<file path="config.mk">
export PLATFORM = sky130hd
export DESIGN_NAME = spi_rx_ctrl
export DESIGN_NICKNAME = d
export VERILOG_FILES = /design/src/rtl/spi_pkg.sv /design/src/rtl/spi_rx_holdbuf.sv /design/src/rtl/spi_rx_ctrl.sv
export SDC_FILE = /design/constraint.sdc
export NUM_CORES = 1
export LEC_CHECK = 0
export ABC_AREA = 1
export CORE_MARGIN = 1
export CORE_UTILIZATION = 59
export CTS_CLUSTER_SIZE = 16
export DETAILED_ROUTE_END_ITERATION = 7
export DONT_BUFFER_PORTS = 1
export MAX_ROUTING_LAYER = met4
export PLACE_DENSITY = 0.78
export SYNTH_ARGS = -nofsm -noshare
export SYNTH_HDL_FRONTEND = slang
export SYNTH_HIERARCHICAL = 1
export SYNTH_SLANG_ARGS = --single-unit
</file>
<file path="constraint.sdc">
create_clock -name clk -period 2.3 [get_ports clk]
set_input_delay 0.345 -clock clk [delete_from_list [all_inputs] [get_ports clk]]
set_output_delay 0.345 -clock clk [all_outputs]
set_load 0.01 [all_outputs]
</file>
<file path="src/rtl/spi_pkg.sv">
// Shared types and helpers for the SPI receive path.
// Length decode and mask helpers are pure combinational functions.
// No flow control lives here.
package spi_pkg;

    localparam int MIN_LEN = 8;
    localparam int MAX_LEN = 32;

    typedef enum logic {
        ST_IDLE = 1'b0,
        ST_RECV = 1'b1
    } rx_state_t;

    // Word length field: 0 encodes 32, short lengths are raised to the minimum.
    function automatic logic [5:0] len_decode(input logic [4:0] len);
        if (len == 5'd0) begin
            return 6'(MAX_LEN);
        end else if (len < 5'(MIN_LEN)) begin
            return 6'(MIN_LEN);
        end else begin
            return {1'b0, len};
        end
    endfunction

    // Right-aligned mask covering the low l bits of a word.
    function automatic logic [31:0] len_mask(input logic [5:0] l);
        if (l >= 6'(MAX_LEN)) begin
            return '1;
        end else begin
            return (32'd1 << l) - 32'd1;
        end
    endfunction

endpackage

</file>
<file path="src/rtl/spi_rx_holdbuf.sv">
// Single-entry valid/ready holding register with sticky overrun flag.
// Latency: a word offered in cycle t is presented on out_vld/out_dat at t+1.
// Backpressure: a word arriving while full and not being drained is dropped and flags overrun.
module spi_rx_holdbuf (
    input  logic        clk,
    input  logic        rst,
    input  logic        in_vld,
    input  logic [31:0] in_dat,
    input  logic        in_crc,
    input  logic        out_rdy,
    input  logic        ovr_clr,
    output logic        out_vld,
    output logic [31:0] out_dat,
    output logic        out_crc,
    output logic        overrun
);

    logic load;
    logic drop;

    // Load when empty or when the current entry leaves this cycle; otherwise the newcomer is lost.
    always_comb begin
        load = in_vld && (!out_vld || out_rdy);
        drop = in_vld && out_vld && !out_rdy;
    end

    // Holding register and overrun flag; a drop in the same cycle as a clear keeps the flag set.
    always_ff @(posedge clk or posedge rst) begin
        if (rst) begin
            out_vld <= 1'b0;
            out_dat <= '0;
            out_crc <= 1'b0;
            overrun <= 1'b0;
        end else begin
            if (load) begin
                out_vld <= 1'b1;
                out_dat <= in_dat;
                out_crc <= in_crc;
            end else if (out_vld && out_rdy) begin
                out_vld <= 1'b0;
            end

            if (drop) begin
                overrun <= 1'b1;
            end else if (ovr_clr) begin
                overrun <= 1'b0;
            end
        end
    end

endmodule

</file>
<file path="src/rtl/spi_rx_ctrl.sv">
// SPI receive controller: LSB-first deserialiser of 8..32 bit words with CRC word check.
// Latency: bit 0 sampled at t, word and crc_err visible at t+L.
// Backpressure: single holding entry; words completing while it is full are dropped (overrun).
module spi_rx_ctrl
    import spi_pkg::*;
(
    input  logic        clk,
    input  logic        rst,
    input  logic        rx_en,
    input  logic        sdi,
    input  logic [4:0]  data_len,
    input  logic        crc_phase,
    input  logic [31:0] crc_calc,
    input  logic        rx_ready,
    input  logic        ovr_clr,
    output logic [31:0] rx_data,
    output logic        rx_valid,
    output logic        rx_is_crc,
    output logic        crc_err,
    output logic        overrun,
    output logic        rx_abort,
    output logic [4:0]  bit_count,
    output logic        rx_busy
);

    rx_state_t   state;
    logic [4:0]  cnt;
    logic [5:0]  len_q;
    logic        crc_q;
    logic [31:0] asm_q;

    logic [31:0] word_mask;
    logic [31:0] word_dat;
    logic        word_done;

    // The final bit is merged combinationally so the word can be handed over in its last-bit cycle.
    always_comb begin
        word_mask = len_mask(len_q);
        word_dat  = (asm_q | ({31'b0, sdi} << cnt)) & word_mask;
        word_done = (state == ST_RECV) && rx_en && ({1'b0, cnt} == (len_q - 6'd1));
    end

    // Receive FSM: assembles bits, tracks position, and generates abort and CRC-mismatch pulses.
    always_ff @(posedge clk or posedge rst) begin
        if (rst) begin
            state    <= ST_IDLE;
            cnt      <= '0;
            len_q    <= 6'(MIN_LEN);
            crc_q    <= 1'b0;
            asm_q    <= '0;
            crc_err  <= 1'b0;
            rx_abort <= 1'b0;
        end else begin
            rx_abort <= 1'b0;
            // The check runs even when the word is dropped by the holding register.
            crc_err  <= word_done && crc_q && (word_dat != (crc_calc & word_mask));

            case (state)
                ST_IDLE: begin
                    if (rx_en) begin
                        asm_q <= {31'b0, sdi};
                        len_q <= len_decode(data_len);
                        crc_q <= crc_phase;
                        cnt   <= 5'd1;
                        state <= ST_RECV;
                    end
                end
                ST_RECV: begin
                    if (!rx_en) begin
                        state    <= ST_IDLE;
                        cnt      <= '0;
                        asm_q    <= '0;
                        rx_abort <= 1'b1;
                    end else if (word_done) begin
                        state <= ST_IDLE;
                        cnt   <= '0;
                    end else begin
                        asm_q[cnt] <= sdi;
                        cnt        <= cnt + 5'd1;
                    end
                end
                default: begin
                    state <= ST_IDLE;
                    cnt   <= '0;
                end
            endcase
        end
    end

    assign bit_count = cnt;
    assign rx_busy   = (state == ST_RECV);

    spi_rx_holdbuf u_holdbuf (
        .clk     (clk),
        .rst     (rst),
        .in_vld  (word_done),
        .in_dat  (word_dat),
        .in_crc  (crc_q),
        .out_rdy (rx_ready),
        .ovr_clr (ovr_clr),
        .out_vld (rx_valid),
        .out_dat (rx_data),
        .out_crc (rx_is_crc),
        .overrun (overrun)
    );

endmodule

</file>
After elaboration in Yosys (flattened, before gate mapping)
Index checks and enable logic that the tools add are counted.
Word-level totals
  register bits after elaboration: 82
  latch bits: 0
  memory bits (writable): 0
  ROM bits: 0
  input port bits: 44
  word-level logic and storage cells: 69
  memories: 0
Cells by class
  add/subtract/negate cells: 3
  multiply operators: 0
  div/mod/pow operators: 0
  order comparisons: 4
  equality and inequality tests: 4
  shift operators: 2
  mux-type cells: 24
  bitwise logic cells: 4
  reductions and logical operators: 17
Operators by type and width (count)
  2-to-1 mux 32 bit: 4
  bitwise AND 32 bit: 2
  one-hot mux 32 bit (2 select lines): 1
  bitwise mux 32 bit: 1
  inequality test 32 bit: 1
  bitwise OR 32 bit: 1
  left shift 1 x 5 -> 32 bit: 1
  left shift 1 x 6 -> 32 bit, first input constant: 1
  subtractor 32 x 1 -> 32 bit, second input constant: 1
  2-to-1 mux 5 bit: 4
  2-to-1 mux 1 bit: 10
  one-hot mux 5 bit (2 select lines): 1
  logical AND 1 bit: 9
  equality test 5 x 6 -> 1 bit: 1
  >= comparator 6 bit, second input constant: 1
  < comparator 5 x 6 -> 1 bit, second input constant: 1
  2-to-1 mux 6 bit: 1
  subtractor 6 x 1 -> 6 bit, second input constant: 1
  adder 5 x 1 -> 5 bit, second input constant: 1
  demux 1 bit (select 5 bit): 1
  >= comparator 5 x 1 -> 1 bit, second input constant: 1
  logical NOT 5 bit: 1
  < comparator 5 x 4 -> 1 bit, second input constant: 1
  AND reduction 2 bit: 2
  7 further kinds: 9

Depth between registers and ports, before layout
  word-level depth: 8
  depth in mapped cells: 21
  mapped depth without buffers: 20

By module
Netlist, hierarchy kept.
Modules (own cells, without submodules)
  spi_rx_ctrl: instances 1, cells an instance 859, area an instance 5061.1 µm², sequential area each 1177.4 µm²
  spi_rx_holdbuf: instances 1, cells an instance 152, area an instance 1412.6 µm², sequential area each 875.8 µm²

Least setup slack after synthesis
Ideal clock, no wire load.
  kind: register to register
  start: register len_q[0]
  end: register crc_err
  library setup time: 113 ps
  arrival: 2213 ps
  slack: -26 ps
  cell stages (with the launch flop): 20
  clock period less this slack: 2326 ps
  cells stage by stage: dfrtp_1 inv_1 ha_1 buf_2 nand3_1 ha_1 nand2_1 nor2_2 nand2_2 nor2_2 or2_1 nand2_1 nand2_1 nand2_1 nor2_1 nand2_1 nor2_1 nand3_1 nand2_1 inv_1
On the way
  cells in the longest elaborated chain, start to end: 6
  elaborated cells on any way between the ends: 12
RTL lines
  from (decl): line spi_rx_ctrl.sv:28  | logic [5:0] len_q;
  from (signal assigned): line spi_rx_ctrl.sv:48  | len_q <= 6'(MIN_LEN);
  from (signal assigned): line spi_rx_ctrl.sv:62  | len_q <= len_decode(data_len);
  left shift 1 x 6 -> 32 bit: line spi_pkg.sv:30  | return (32'd1 << l) - 32'd1;
  subtractor 32 x 1 -> 32 bit: line spi_pkg.sv:30
  2-to-1 mux 32 bit: line spi_pkg.sv:27  | if (l >= 6'(MAX_LEN)) begin
  bitwise AND 32 bit (on tied branches): line spi_rx_ctrl.sv:39, spi_rx_ctrl.sv:56
  inequality test 32 bit: line spi_rx_ctrl.sv:56  | crc_err <= word_done && crc_q && (word_dat != (crc_calc & word_mask));
  logical AND 1 bit (*): line spi_rx_ctrl.sv:56
  to (signal assigned): line spi_rx_ctrl.sv:56
  to (decl): line spi_rx_ctrl.sv:19  | output logic crc_err,
Every way passes the cells marked *; elsewhere a longest branch is shown, timed or not.
A chain may end at the register's enable or synchronous reset.

Worst setup path in the final report
  start: register len_q[3]
  end: register crc_err
Same word-level chain as after synthesis.

==> results_tabular.tex <==
\begin{tabular}{lr}
\hline
Metric & Value \\
\hline
\multicolumn{2}{l}{\textbf{Clock tree}} \\
Clock-pin slew of the registers on the worst-case setup and hold paths & 100 ps \\
TritonCTS Sinks & 82 \\
Clock latency on the worst-skew pair & 370 ps \\
CTS tree & done \\
TritonCTS buffer count & 9 \\
Maximum root-to-sink buffer count & 2 \\
Clock tree root driver cell & sky130\_fd\_sc\_hd\_\_clkbuf\_8 \\
\# H-tree levels & 3 \\
\multicolumn{2}{l}{\textbf{Pwr}} \\
Total power density per cell area & 613 nW/um\^{}2 \\
Switching portion of total power & 0.430 \\
Cell internal power dissipation & 3.01 mW \\
Relative contribution of combinational cells to total power & 0.477 \\
Sequential power share & 0.304 \\
Net switching power of the design & 2.27 mW \\
Worst voltage drop across the vdd grid & 0.000558 V \\
Leakage power summed over all cells & 4.56 nW \\
Sum of internal, switching and leakage power & 5.28 mW \\
Clock share of power & 0.219 \\
\multicolumn{2}{l}{\textbf{Layout}} \\
Number of diodes & 0 \\
Number of nets in the finished design & 1,183 \\
Area added between synthesis and finish & 33.2\% \\
Filler cells & 711 \\
Final cell count without fillers & 1,270 \\
Total area of sequential cells & 2060 um\^{}2 \\
Fraction of layout instances using a drive strength above 1 & 0.287 \\
Area occupied by multi-input gates & 4330 um\^{}2 \\
\multicolumn{2}{l}{\textbf{Timing}} \\
Final number of setup-violating endpoints & 20 \\
Worst-margin pin slew & 700 ps \\
Hold violation total from the final report & 0 \\
Ratio of final minimum period to clock period & 1.09 \\
Maximum frequency from static timing analysis & 0.399 GHz \\
Number of pins with negative max-slew slack in the final report & 0 \\
RSZ-0062 raised after global routing & yes \\
Setup clock skew after layout & 10.1 ps \\
Worst max-slew margin expressed relative to the limit & 0.532 \\
Sum of negative setup slack & -1070 ps \\
Final WS setup & -207 ps \\
Minimum period implied by the final worst setup slack & 2510 ps \\
Final Hold Slack & 1.44 ps \\
\multicolumn{2}{l}{\textbf{Outcome}} \\
Violated checks & design-rule violations, negative setup slack \\
Run status & finished with violations \\
\multicolumn{2}{l}{\textbf{Routing}} \\
Routed vias & 7,744 \\
Routed wirelength normalized by instance count & 20.1 um \\
1st-iter DRT viols & 861 \\
Via-per-instance ratio & 6.10 \\
Number of routed nets with antenna violations & 0 \\
Sum of met2 wire segment lengths after detailed routing & 12,000 um \\
Detailed-router iteration count before antenna repair & 8 \\
Total wire length & 25,500 um \\
Met1 WL & 9090 um \\
Residual DRC & 4 \\
Top routing layer in use & met4 \\
Detailed route wirelength on metal3 & 2590 um \\
\multicolumn{2}{l}{\textbf{Placement}} \\
Routability Congestion & 1.01 \\
Instance count after placement with tap cells included & 1,223 \\
Worst slack, placed & -240 ps \\
Number of buffer cells added on primary ports & 0 \\
Final HPWL from detailed placement & 17,100 um \\
\multicolumn{2}{l}{\textbf{GRT}} \\
Global-route wire length before repair & 34,700 um \\
Largest net degree at the start of global routing & 48 \\
Vias in the first global route & 7,056 \\
All-Layer GR Usage & 0.412 \\
Total global routing overflow & 0 \\
Initial antenna violation count & 0 \\
\multicolumn{2}{l}{\textbf{Flow run}} \\
Max-capacitance violation count & 0 \\
\multicolumn{2}{l}{\textbf{Setup path}} \\
Top delay family on crit path & simple AND/OR/NAND/NOR gates \\
Critical Path, Cell by Cell & buf\_12 > nor2\_1 > nand2\_2 > nand2\_2 > buf\_4 > inv\_1 > nand2\_1 > nor2\_2 > nand3\_2 > nand2\_2 > nand2\_2 > nand3\_1 > nand2\_1 > nor2\_1 > nand2\_1 > nor2\_1 > nand3\_1 > nand2\_1 > inv\_1 \\
CP max FO & 6 \\
Endpoint arrival time on the critical path & 2780 ps \\
Critical Path RT & 2570 ps \\
Crit path launch type & flop \\
Critical Path End Type & flop \\
CP bufs+invs & 4 \\
Worst path max stage delay & 680 ps \\
Library cell contributing the largest single delay on the critical path & sky130\_fd\_sc\_hd\_\_dfstp\_2 \\
Critical path class & reg -> reg \\
\multicolumn{2}{l}{\textbf{Synthesis}} \\
Cell count after synthesis & 1,011 \\
Synth Cell Area & 6470 um\^{}2 \\
Flip-flop and latch count after synthesis & 82 \\
Unique masters post-synth & 42 \\
Number of synthesized flops with an enable pin & 0 \\
Dominant cell by count in the synthesized netlist & sky130\_fd\_sc\_hd\_\_nand2\_1 \\
Area share of the largest cell type after synthesis & 0.313 \\
Largest cells by area after synthesis & sky130\_fd\_sc\_hd\_\_dfrtp\_1 (31\%), sky130\_fd\_sc\_hd\_\_nand2\_1 (17\%), sky130\_fd\_sc\_hd\_\_nand3\_1 (7.6\%) \\
Top\_reg\_cell synth & sky130\_fd\_sc\_hd\_\_dfrtp\_1 \\
Synthesized area per cell & 6.40 um\^{}2 \\
YS warnings & 6 \\
Synthesized net count & 1,065 \\
Part of the Yosys area used for sequential elements & 0.317 \\
Commonest cells post-synth & sky130\_fd\_sc\_hd\_\_nand2\_1 (299), sky130\_fd\_sc\_hd\_\_inv\_1 (122), sky130\_fd\_sc\_hd\_\_nor2\_1 (120) \\
Largest area contributor in the synthesized netlist & sky130\_fd\_sc\_hd\_\_dfrtp\_1 \\
Async set or reset register ratio after synthesis & 1.00 \\
\multicolumn{2}{l}{\textbf{Floorplanning}} \\
Std-Cell Rows & 37 \\
Starting density of the core & 0.619 \\
Full die area & 11,400 um\^{}2 \\
Die Y & 107 um \\
Die outline width & 107 um \\
Number of top-level pins & 87 \\
Area of the placeable core & 10,500 um\^{}2 \\
\multicolumn{2}{l}{\textbf{Min path}} \\
Class of the tightest hold or removal check & in -> async \\
\hline
\end{tabular}
## sequential cells by signal, summed over array words and instances, names as in the netlist
register and cells:
asm_q 32, u_holdbuf/out_dat 32, len_q 6, bit_count 5, crc_err 1, crc_q 1
rx_abort 1, rx_busy 1, u_holdbuf/out_crc 1, u_holdbuf/out_vld 1, u_holdbuf/overrun 1
## cells by family (layout without fill, tap and decap cells)
family | after synthesis | after routing | share of synthesized area
simple gates | 575 | 577 | 0.385
fa+ha+maj | 10 | 10 | 0.0193
xor+xnor | 27 | 27 | 0.0365
buf+inv | 171 | 292 | 0.115
compound gates | 146 | 146 | 0.127
flops | 82 | 82 | 0.317
## through the flow
step | utilization | area, um^2
2_1_floorplan | - | 6490
3_3_place_gp | 0.704 | 7360
3_5_place_dp | 0.704 | 7360
4_1_cts | 0.766 | 8010
5_1_grt | 0.824 | 8620
6_report | 0.824 | 8620
## layout make-up
type | instances | share of cell area
clock inverter | 6 | 0.00827
clock buffer | 10 | 0.0160
inverter | 131 | 0.0591
sequential | 82 | 0.238
tap | 136 | 0.0197
timing repair buffer | 145 | 0.156
multi-input combinational | 760 | 0.502
## power groups by stage
stage          clock network, mW  logic (mW)  registers (mW)
2_1_floorplan                  0        1.33            1.59
3_3_place_gp                   0        1.99            1.60
3_5_place_dp                   0        2.02            1.61
4_1_cts                     1.14        2.21            1.59
5_1_grt                     1.21        2.73            1.61
6_report                    1.16        2.52            1.60
## worst paths after layout
| check | from | to | slack (ps) | depth (start not counted) |
|---|---|---|---|---|
| max | len_q[3] | crc_err | -210 | 19 |
| min | rst | asm_q[21] | 1 | 2 |
| max reg2reg | len_q[3] | crc_err | -210 | 19 |
| min reg2reg | asm_q[15] | asm_q[15] | 540 | 2 |
| max in group asynchronous | rst | u_holdbuf/out_crc | 1450 | 3 |
| min in group clk | rx_en | rx_abort | 40 | 1 |
## cells in the final DEF (no fill, tap or decap), types with 7 or more instances in the layout
cell and count:
sky130_fd_sc_hd__a21oi_1 44, sky130_fd_sc_hd__a21oi_2 7, sky130_fd_sc_hd__buf_12 10, sky130_fd_sc_hd__buf_4 122
sky130_fd_sc_hd__clkbuf_8 10, sky130_fd_sc_hd__dfrtp_1 79, sky130_fd_sc_hd__inv_1 118, sky130_fd_sc_hd__nand2_1 250
sky130_fd_sc_hd__nand2_2 41, sky130_fd_sc_hd__nand2_4 15, sky130_fd_sc_hd__nand3_1 80, sky130_fd_sc_hd__nand3_2 17
sky130_fd_sc_hd__nand4_1 12, sky130_fd_sc_hd__nor2_1 88, sky130_fd_sc_hd__nor2_2 28, sky130_fd_sc_hd__nor2_4 19
sky130_fd_sc_hd__o21ai_0 38, sky130_fd_sc_hd__o22ai_1 33, sky130_fd_sc_hd__xnor2_1 8, sky130_fd_sc_hd__xor2_1 14
## layer usage
metal	vias up	track usage
met5	-	-
met3	162	0.101
li1	3477	-
met4	0	0.233
met1	3546	0.460
met2	559	0.677
## repair_timing
action / in CTS / in global routing
setup buffers: 13 / 8
pin swaps: 46 / 40
endpoints found under the hold margin: 35 / 0
cloned: 0 / 10
resized for setup: 95 / 82
endpoints found under the setup margin: 62 / 68
hold buffers: 1 / 0
(Power assumes the default switching activity.)
